## src/rtl/udp_pkg.sv

```systemverilog
// rtl/udp_pkg.sv - shared widths, FSM state encoding and length helper for the UDP TX path
//
// Purpose : common definitions imported by udp_tx_scheduler and rr_arbiter.
// Contents: UDP_PORT_W / UDP_LEN_W / UDP_WORD_W field widths, the scheduler
//           state enum, and udp_words_from_len() which converts a byte length
//           into a count of 32-bit payload words.
package udp_pkg;

  localparam int UDP_PORT_W  = 16;
  localparam int UDP_LEN_W   = 16;
  localparam int UDP_WORD_W  = 32;
  // ceil(0xFFFF / 4) = 0x4000 needs 15 bits
  localparam int UDP_WORDS_W = UDP_LEN_W - 1;

  typedef enum logic [2:0] {
    ST_IDLE     = 3'd0,
    ST_START    = 3'd1,
    ST_STREAM   = 3'd2,
    ST_WAIT_FIN = 3'd3,
    ST_DONE     = 3'd4
  } udp_tx_state_e;

  // (len + 3) >> 2 done in 17 bits so 0xFFFF rounds up to 0x4000 instead of wrapping
  function automatic logic [UDP_WORDS_W-1:0] udp_words_from_len(input logic [UDP_LEN_W-1:0] len);
    logic [UDP_LEN_W:0] sum;
    sum = {1'b0, len} + {{(UDP_LEN_W-1){1'b0}}, 2'd3};
    return sum[UDP_LEN_W:2];
  endfunction

endpackage

```

## src/rtl/rr_arbiter.sv

```systemverilog
// rtl/rr_arbiter.sv - combinational one-hot round-robin picker
//
// Purpose : selects the first requester after last_grant, wrapping around.
// Ports   : req        in  N_REQ  request vector
//           last_grant in  IDX_W  index of the most recently served requester
//           pick       out N_REQ  one-hot winner, all zero when req is zero
module rr_arbiter
  import udp_pkg::*;
#(
  parameter int N_REQ = 4,
  parameter int IDX_W = (N_REQ > 1) ? $clog2(N_REQ) : 1
) (
  input  logic [N_REQ-1:0] req,
  input  logic [IDX_W-1:0] last_grant,
  output logic [N_REQ-1:0] pick
);

  int   idx;
  logic found;

  // Walk offsets 1..N_REQ from last_grant; the first requesting index wins.
  always_comb begin
    pick  = '0;
    found = 1'b0;
    idx   = 0;
    for (int off = 1; off <= N_REQ; off++) begin
      idx = int'(last_grant) + off;
      if (idx >= N_REQ) idx = idx - N_REQ;
      for (int i = 0; i < N_REQ; i++) begin
        if (!found && (i == idx) && req[i]) begin
          pick[i] = 1'b1;
          found   = 1'b1;
        end
      end
    end
  end

endmodule

```

## src/rtl/udp_tx_scheduler.sv

```systemverilog
// rtl/udp_tx_scheduler.sv - round-robin sharing of one UDP encoder among N_REQ requesters
//
// Purpose : arbitrates requesters, latches the winner's header onto the encoder,
//           pulses enc_start, streams payload words and returns a done pulse
//           once the encoder reports fin.
// Ports   : clk, reset (sync, active-high)
//           req / req_src_port / req_dest_port / req_len / req_no_chksum  per-requester header
//           req_data / req_data_valid / req_data_ready                    per-requester payload
//           grant, done, error                                            status back to requesters
//           enc_src_port / enc_dest_port / enc_len / enc_no_chksum /
//           enc_start / enc_data / enc_data_av                            to the encoder
//           enc_fin                                                       from the encoder
// Config  : define UDP_TX_SCHED_TIMEOUT_EN to enable the TIMEOUT_CYCLES watchdog.
module udp_tx_scheduler
  import udp_pkg::*;
#(
  parameter int N_REQ          = 4,
  parameter int TIMEOUT_CYCLES = 1024
) (
  input  logic                        clk,
  input  logic                        reset,
  input  logic [N_REQ-1:0]            req,
  input  logic [UDP_PORT_W*N_REQ-1:0] req_src_port,
  input  logic [UDP_PORT_W*N_REQ-1:0] req_dest_port,
  input  logic [UDP_LEN_W*N_REQ-1:0]  req_len,
  input  logic [N_REQ-1:0]            req_no_chksum,
  input  logic [UDP_WORD_W*N_REQ-1:0] req_data,
  input  logic [N_REQ-1:0]            req_data_valid,
  output logic [N_REQ-1:0]            req_data_ready,
  output logic [N_REQ-1:0]            grant,
  output logic [N_REQ-1:0]            done,
  output logic                        error,
  output logic [UDP_PORT_W-1:0]       enc_src_port,
  output logic [UDP_PORT_W-1:0]       enc_dest_port,
  output logic [UDP_LEN_W-1:0]        enc_len,
  output logic                        enc_no_chksum,
  output logic                        enc_start,
  output logic [UDP_WORD_W-1:0]       enc_data,
  output logic                        enc_data_av,
  input  logic                        enc_fin
);

  localparam int IDX_W = (N_REQ > 1) ? $clog2(N_REQ) : 1;

  localparam logic [2:0] S_IDLE     = ST_IDLE;
  localparam logic [2:0] S_START    = ST_START;
  localparam logic [2:0] S_STREAM   = ST_STREAM;
  localparam logic [2:0] S_WAIT_FIN = ST_WAIT_FIN;
  localparam logic [2:0] S_DONE     = ST_DONE;

  logic [2:0]             state_q, state_d;
  logic [N_REQ-1:0]       grant_q, grant_d;
  logic [IDX_W-1:0]       last_grant_q, last_grant_d;
  logic [UDP_PORT_W-1:0]  src_q, src_d, dest_q, dest_d;
  logic [UDP_LEN_W-1:0]   len_q, len_d;
  logic                   no_chk_q, no_chk_d;
  logic [UDP_WORDS_W-1:0] words_q, words_d, words_nxt;
  logic                   fin_seen_q, fin_seen_d;

  logic [IDX_W-1:0]       g_idx;
  logic [UDP_WORD_W-1:0]  g_data;
  logic                   g_valid;
  logic                   in_done, data_phase, xfer, load, expire;
  logic [N_REQ-1:0]       arb_req, pick;
  logic [IDX_W-1:0]       arb_last;
  logic [UDP_PORT_W-1:0]  pick_src, pick_dest;
  logic [UDP_LEN_W-1:0]   pick_len;
  logic                   pick_no_chk;

  // Payload mux for the current owner.
  always_comb begin
    g_idx   = '0;
    g_data  = '0;
    g_valid = 1'b0;
    for (int i = 0; i < N_REQ; i++) begin
      if (grant_q[i]) begin
        g_idx   = IDX_W'(i);
        g_data  = req_data[i*UDP_WORD_W +: UDP_WORD_W];
        g_valid = req_data_valid[i];
      end
    end
  end

  // Arbitration also runs in DONE so the next owner starts one cycle sooner.
  // The finishing requester still holds req that cycle, so it is masked out
  // and rotation proceeds from it as if last_grant had already been updated.
  assign in_done  = (state_q == S_DONE);
  assign arb_req  = req & ~(in_done ? grant_q : '0);
  assign arb_last = in_done ? g_idx : last_grant_q;

  rr_arbiter #(.N_REQ(N_REQ), .IDX_W(IDX_W)) u_rr_arbiter (
    .req        (arb_req),
    .last_grant (arb_last),
    .pick       (pick)
  );

  always_comb begin
    pick_src    = '0;
    pick_dest   = '0;
    pick_len    = '0;
    pick_no_chk = 1'b0;
    for (int i = 0; i < N_REQ; i++) begin
      if (pick[i]) begin
        pick_src    = req_src_port[i*UDP_PORT_W +: UDP_PORT_W];
        pick_dest   = req_dest_port[i*UDP_PORT_W +: UDP_PORT_W];
        pick_len    = req_len[i*UDP_LEN_W +: UDP_LEN_W];
        pick_no_chk = req_no_chksum[i];
      end
    end
  end

  assign data_phase = ((state_q == S_START) || (state_q == S_STREAM)) && (words_q != '0);
  assign xfer       = data_phase & g_valid;
  assign words_nxt  = words_q - UDP_WORDS_W'(xfer);

  always_comb begin
    state_d      = state_q;
    grant_d      = grant_q;
    last_grant_d = last_grant_q;
    src_d        = src_q;
    dest_d       = dest_q;
    len_d        = len_q;
    no_chk_d     = no_chk_q;
    words_d      = words_q;
    fin_seen_d   = fin_seen_q;
    load         = 1'b0;
    case (state_q)
      S_IDLE: load = |pick;
      // len==0 starts with words_q==0, so it falls straight through to WAIT_FIN.
      S_START, S_STREAM: begin
        words_d = words_nxt;
        if (enc_fin) fin_seen_d = 1'b1;
        state_d = (words_nxt == '0) ? S_WAIT_FIN : S_STREAM;
      end
      S_WAIT_FIN: if (enc_fin || fin_seen_q) state_d = S_DONE;
      S_DONE: begin
        last_grant_d = g_idx;
        grant_d      = '0;
        fin_seen_d   = 1'b0;
        state_d      = S_IDLE;
        load         = |pick;
      end
      default: state_d = S_IDLE;
    endcase
    if (load) begin
      grant_d    = pick;
      src_d      = pick_src;
      dest_d     = pick_dest;
      len_d      = pick_len;
      no_chk_d   = pick_no_chk;
      words_d    = udp_words_from_len(pick_len);
      fin_seen_d = 1'b0;
      state_d    = S_START;
    end
    if (expire) state_d = S_DONE;
  end

  always_ff @(posedge clk) begin
    if (reset) begin
      state_q      <= S_IDLE;
      grant_q      <= '0;
      last_grant_q <= IDX_W'(N_REQ - 1);
      src_q        <= '0;
      dest_q       <= '0;
      len_q        <= '0;
      no_chk_q     <= 1'b0;
      words_q      <= '0;
      fin_seen_q   <= 1'b0;
    end else begin
      state_q      <= state_d;
      grant_q      <= grant_d;
      last_grant_q <= last_grant_d;
      src_q        <= src_d;
      dest_q       <= dest_d;
      len_q        <= len_d;
      no_chk_q     <= no_chk_d;
      words_q      <= words_d;
      fin_seen_q   <= fin_seen_d;
    end
  end

`ifdef UDP_TX_SCHED_TIMEOUT_EN
  localparam int CNT_W = $clog2(TIMEOUT_CYCLES + 1);

  logic [CNT_W-1:0] cnt_q, cnt_d;
  logic             abort_q, abort_d;
  logic             active;

  // Counter is zero on the START cycle, so expiry lands DONE exactly
  // TIMEOUT_CYCLES cycles after START.
  assign active = (state_q == S_START) || (state_q == S_STREAM) || (state_q == S_WAIT_FIN);
  assign expire = active && (cnt_q == CNT_W'(TIMEOUT_CYCLES - 1));

  always_comb begin
    cnt_d   = active ? (cnt_q + CNT_W'(1)) : '0;
    abort_d = expire;
  end

  always_ff @(posedge clk) begin
    if (reset) begin
      cnt_q   <= '0;
      abort_q <= 1'b0;
    end else begin
      cnt_q   <= cnt_d;
      abort_q <= abort_d;
    end
  end

  assign error = in_done & abort_q;
`else
  logic unused_timeout_cfg;
  assign unused_timeout_cfg = (TIMEOUT_CYCLES == 0);
  assign expire = 1'b0;
  assign error  = 1'b0;
`endif

  assign grant          = grant_q;
  assign done           = in_done ? grant_q : '0;
  assign req_data_ready = data_phase ? grant_q : '0;
  assign enc_src_port   = src_q;
  assign enc_dest_port  = dest_q;
  assign enc_len        = len_q;
  assign enc_no_chksum  = no_chk_q;
  assign enc_start      = (state_q == S_START);
  assign enc_data_av    = xfer;
  assign enc_data       = xfer ? g_data : '0;

endmodule

```

## config.mk

```make
export PLATFORM = sky130hd
export DESIGN_NAME = udp_tx_scheduler
export DESIGN_NICKNAME = d
export VERILOG_FILES = /design/src/rtl/udp_pkg.sv /design/src/rtl/rr_arbiter.sv /design/src/rtl/udp_tx_scheduler.sv
export SDC_FILE = /design/constraint.sdc
export NUM_CORES = 1
export LEC_CHECK = 0
export ABC_AREA = 1
export CAP_MARGIN = 20
export CORE_AREA = 2 2 166 168
export DETAILED_ROUTE_END_ITERATION = 10
export DIE_AREA = 0 0 168 170
export PLACE_DENSITY = 0.59
export SYNTH_ARGS = -nofsm -noshare
export SYNTH_HDL_FRONTEND = slang
export SYNTH_SLANG_ARGS = --single-unit
```

## constraint.sdc

```tcl
create_clock -name clk -period 4.3 [get_ports clk]
set_input_delay 0.43 -clock clk [delete_from_list [all_inputs] [get_ports clk]]
set_output_delay 0.43 -clock clk [all_outputs]
set_load 0.02 [all_outputs]
```

==> flow_metrics.env <==
export IMPL_status="complete, no violations"
export IMPL_vias=8385
export IMPL_critical_path_cell_chain="nor2_2 -> nand3_1 -> nand2_2 -> nor2_1 -> nand2_1 -> nand4_2 -> nor2_4 -> nand4_2 -> nor2_4 -> nand2_2 -> nand2_4 -> buf_4 -> nand2_1 -> nand4_1 -> nand2_1 -> inv_1 -> nand2_1 -> nor2_1 -> nand2_1 -> nand2_1 -> nand3_1 -> nand2_1 -> a21oi_1"
export IMPL_crit_arrival_ns=3.96
export IMPL_cp_num_buf_inv=2
export IMPL_worstRegToRegCells=23
export IMPL_syn_to_final_growth_pct=82.0
export IMPL_p_comb_share_pct=45.6
export IMPL_placed_area_um2=10500
export IMPL_antenna_found_initial=0
export IMPL_grt_pass1_wl_um=43800
export IMPL_ant_nets=0
export IMPL_syn_inst=976
export IMPL_min_path_type="reg2reg"
export IMPL_cts_buffers=9
export IMPL_io_buffers=429
export IMPL_ioPinCount=431
export IMPL_yosysSeqAreaShare_pct=24.9
export IMPL_h_tree_depth=3
export IMPL_rsz0062_at_grt="false"
export IMPL_clock_sinks=74
export IMPL_synth_area_leaders="dfxtp_1 25%, nand2_1 16%, nand3_1 6.0%, a21oi_1 5.8%, o21ai_0 5.6%"
export IMPL_ctsResizeCount=0
export IMPL_start_util_pct=22.3
export IMPL_cts_hold_buf=0
export IMPL_worstSetupStartpointType="flip-flop"
export IMPL_synth_main_ff_cell="dfxtp_1"
export IMPL_r2r_end="words_q[13]"
export IMPL_crit_required_ns=4.51
export IMPL_root_buffer="clkbuf_16"
export IMPL_netlist_area_um2=5940
export IMPL_yosysWarnings=0
export IMPL_drc=0
export IMPL_cts_tree="yes"
export IMPL_ir_drop_mv=0.181
export IMPL_grt_max_degree=65
export IMPL_wl_per_cell_um=16.8
export IMPL_first_pass_iters=5
export IMPL_fin_nets=1704
export IMPL_synth_area_per_cell_um2=6.09
export IMPL_grt_usage_pct=19.2
export IMPL_gp_congestion=0.872
export IMPL_p_int_w=0.00194
export IMPL_worst_slack_ns=0.546
export IMPL_post_cts_buffers=0
export IMPL_maxSlewViolCount=0
export IMPL_synth_edf_count=0
export IMPL_fin_skew_ns=0.00970
export IMPL_drive_gt1_share_pct=6.49
export IMPL_synth_top_area_share_pct=24.9
export IMPL_setup_viol=0
export IMPL_fin_area_um2=10800
export IMPL_period_minus_slack_ns=3.75
export IMPL_grt_ovfl_total=0
export IMPL_timing_setup_tns_ns=0
export IMPL_crit_end="words_q[13]"
export IMPL_synthTopCellsByCount="253 x nand2_1, 74 x dfxtp_1, 74 x nor2_1"
export IMPL_path_clk_slew_ns=0.07
export IMPL_ys_seq_elements=74
export IMPL_cpPeakStageDelay_ns=0.40
export IMPL_cts_buffer_depth=2
export IMPL_placed_cells=1697
export IMPL_synth_distinct_cells=48
export IMPL_leakage_nw=4.13
export IMPL_hpwlAfterDp_um=22300
export IMPL_pre_cts_slack_ns=0.292
export IMPL_crit_top_cell="nand2_1"
export IMPL_async_flop_share_pct=0
export IMPL_post_synth_top_count_cell="nand2_1"
export IMPL_finalHoldViolations=0
export IMPL_drtIter0Drc=378
export IMPL_stdcell_count=1713
export IMPL_die_h_um=170
export IMPL_p_sw_w=0.00120
export IMPL_clkPwrFrac_pct=25.9
export IMPL_drt_wl_total_um=28800
export IMPL_yosysTopAreaCell="dfxtp_1"
export IMPL_routed_via_density=4.89
export IMPL_drv_cap=0
export IMPL_crit_reg2reg_launch="grant[3]"
export IMPL_grt_pass1_vias=8360
export IMPL_core_um2=26700
export IMPL_finalCritPeriodShare_pct=87.3
export IMPL_power_density_nw_per_um2=290
export IMPL_path_class="reg2reg"
export IMPL_sw_frac_of_total_pct=38.3
export IMPL_crit_cells=23
export IMPL_die_area_um2=28600
export IMPL_die_x_um=168
export IMPL_worst_path_max_fanout=29
export IMPL_tightest_slew_ns=0.775
export IMPL_antenna_cells=0
export IMPL_clk_latency_ns=0.35
export IMPL_syn_num_nets=1313
export IMPL_num_rows=60
export IMPL_cpMaxStageDelayCell="dfxtp_1"
export IMPL_r2r_setup_slack_ns=0.55
export IMPL_endpoint_kind="flip-flop"
export IMPL_cp_startpoint="grant[3]"
export IMPL_relSlewSlack_pct=48.0
export IMPL_seq_power_share_pct=28.4
export IMPL_fmax_ghz=0.266
export IMPL_cp_top_family="simple AND/OR/NAND/NOR gates"
[power by group through the flow]
stage | logic, W | registers (W) | clock network, W
after floorplan | 0.000644 | 0.000976 | 0
after global placement | 0.00143 | 0.000902 | 0
after detailed placement | 0.00144 | 0.000902 | 0
after CTS | 0.00144 | 0.000890 | 0.000841
after global routing | 0.00157 | 0.000907 | 0.000870
final | 0.00143 | 0.000892 | 0.000813
[tightest hold or removal path, cell delays in order, from the launching register on]
cell     delay [ns]
dfxtp_1        0.32
nand2_1        0.06
a21oi_1        0.05
[metal layers]
metal | share of wire (%) | track usage [%] | vias to the layer above
li1 | - | - | 4139
met1 | 41 | 21.6 | 3835
met2 | 49 | 35.3 | 370
met3 | 8.0 | 5.30 | 41
met4 | 2.1 | 5.97 | 0
met5 | 0 | 0 | -
[how the worst min path moves through the flow]
stage               slack [ns]  cells after the start     endpoint   startpoint
floorplan                 0.47                      2  words_q[13]  words_q[13]
global placement          0.46                      2  enc_len[14]  enc_len[14]
detailed placement        0.47                      2   enc_len[5]   enc_len[5]
CTS                       0.48                      2  enc_len[14]  enc_len[14]
global route              0.49                      2  enc_len[14]  enc_len[14]
finish                    0.48                      2  enc_len[14]  enc_len[14]
[flip-flops by register name, summed over array words and instances (netlist names)]
| name | flops |
|---|---|
| words_q | 15 |
| enc_no_chksum | 1 |
| enc_len | 16 |
| fin_seen_q | 1 |
| grant | 4 |
| enc_src_port | 16 |
| enc_dest_port | 16 |
| last_grant_q | 2 |
| state_q | 3 |
[through the flow]
| step | total power [W] | hold slack (ns) | utilization [%] |
|---|---|---|---|
| after floorplan | 0.00162 | 0.469 | - |
| after global placement | 0.00234 | 0.462 | 39.4 |
| after detailed placement | 0.00234 | 0.470 | 39.4 |
| after CTS | 0.00317 | 0.482 | 40.5 |
| after global routing | 0.00335 | 0.488 | 40.6 |
| final | 0.00314 | 0.476 | 40.6 |
[area by class of cell]
class,instances,area (um^2)
fillers,2819,15800
repair buffers,447,4440
multi-input cells,760,3870
flip-flops and latches,74,1480
well taps,341,427
inverters,75,282
clock buffers,9,225
clock inverters,7,82.6
[cells in the final DEF (no fill, tap or decap), types with 3 or more instances in the layout]
cell type          n
nor2_1            72
dfxtp_1           73
inv_2             12
o22ai_1           33
nand4_1           43
clkbuf_16          9
nand3_1           71
nand2_2           10
nand2_1          253
nor2_4             4
nand3_2            4
nor3_1            34
nand2_4            3
inv_1             62
clkdlybuf4s50_1  428
xor2_1             7
a311oi_1           5
o21ai_1            7
nor4_1             5
inv_6              3
o21ai_0           67
nor2_2             7
a21oi_1           69
xnor2_1            4
or2_2              6
a221oi_1          27
buf_4             16
o211ai_1           4
[cell families (layout without fill, tap and decap cells)]
kind of cell | count (synthesis) | in the layout | share of synthesized area (%)
DFF | 74 | 74 | 24.9
other | 1 | 1 | 0.0631
adders and majority gates | 2 | 2 | 0.421
AOI/OAI and AO/OA | 224 | 224 | 22.5
buffers and inverters | 142 | 538 | 9.96
xor gates and xnor gates | 11 | 11 | 1.62
and+or+nand+nor | 522 | 522 | 40.5
(Power assumes the default switching activity.)
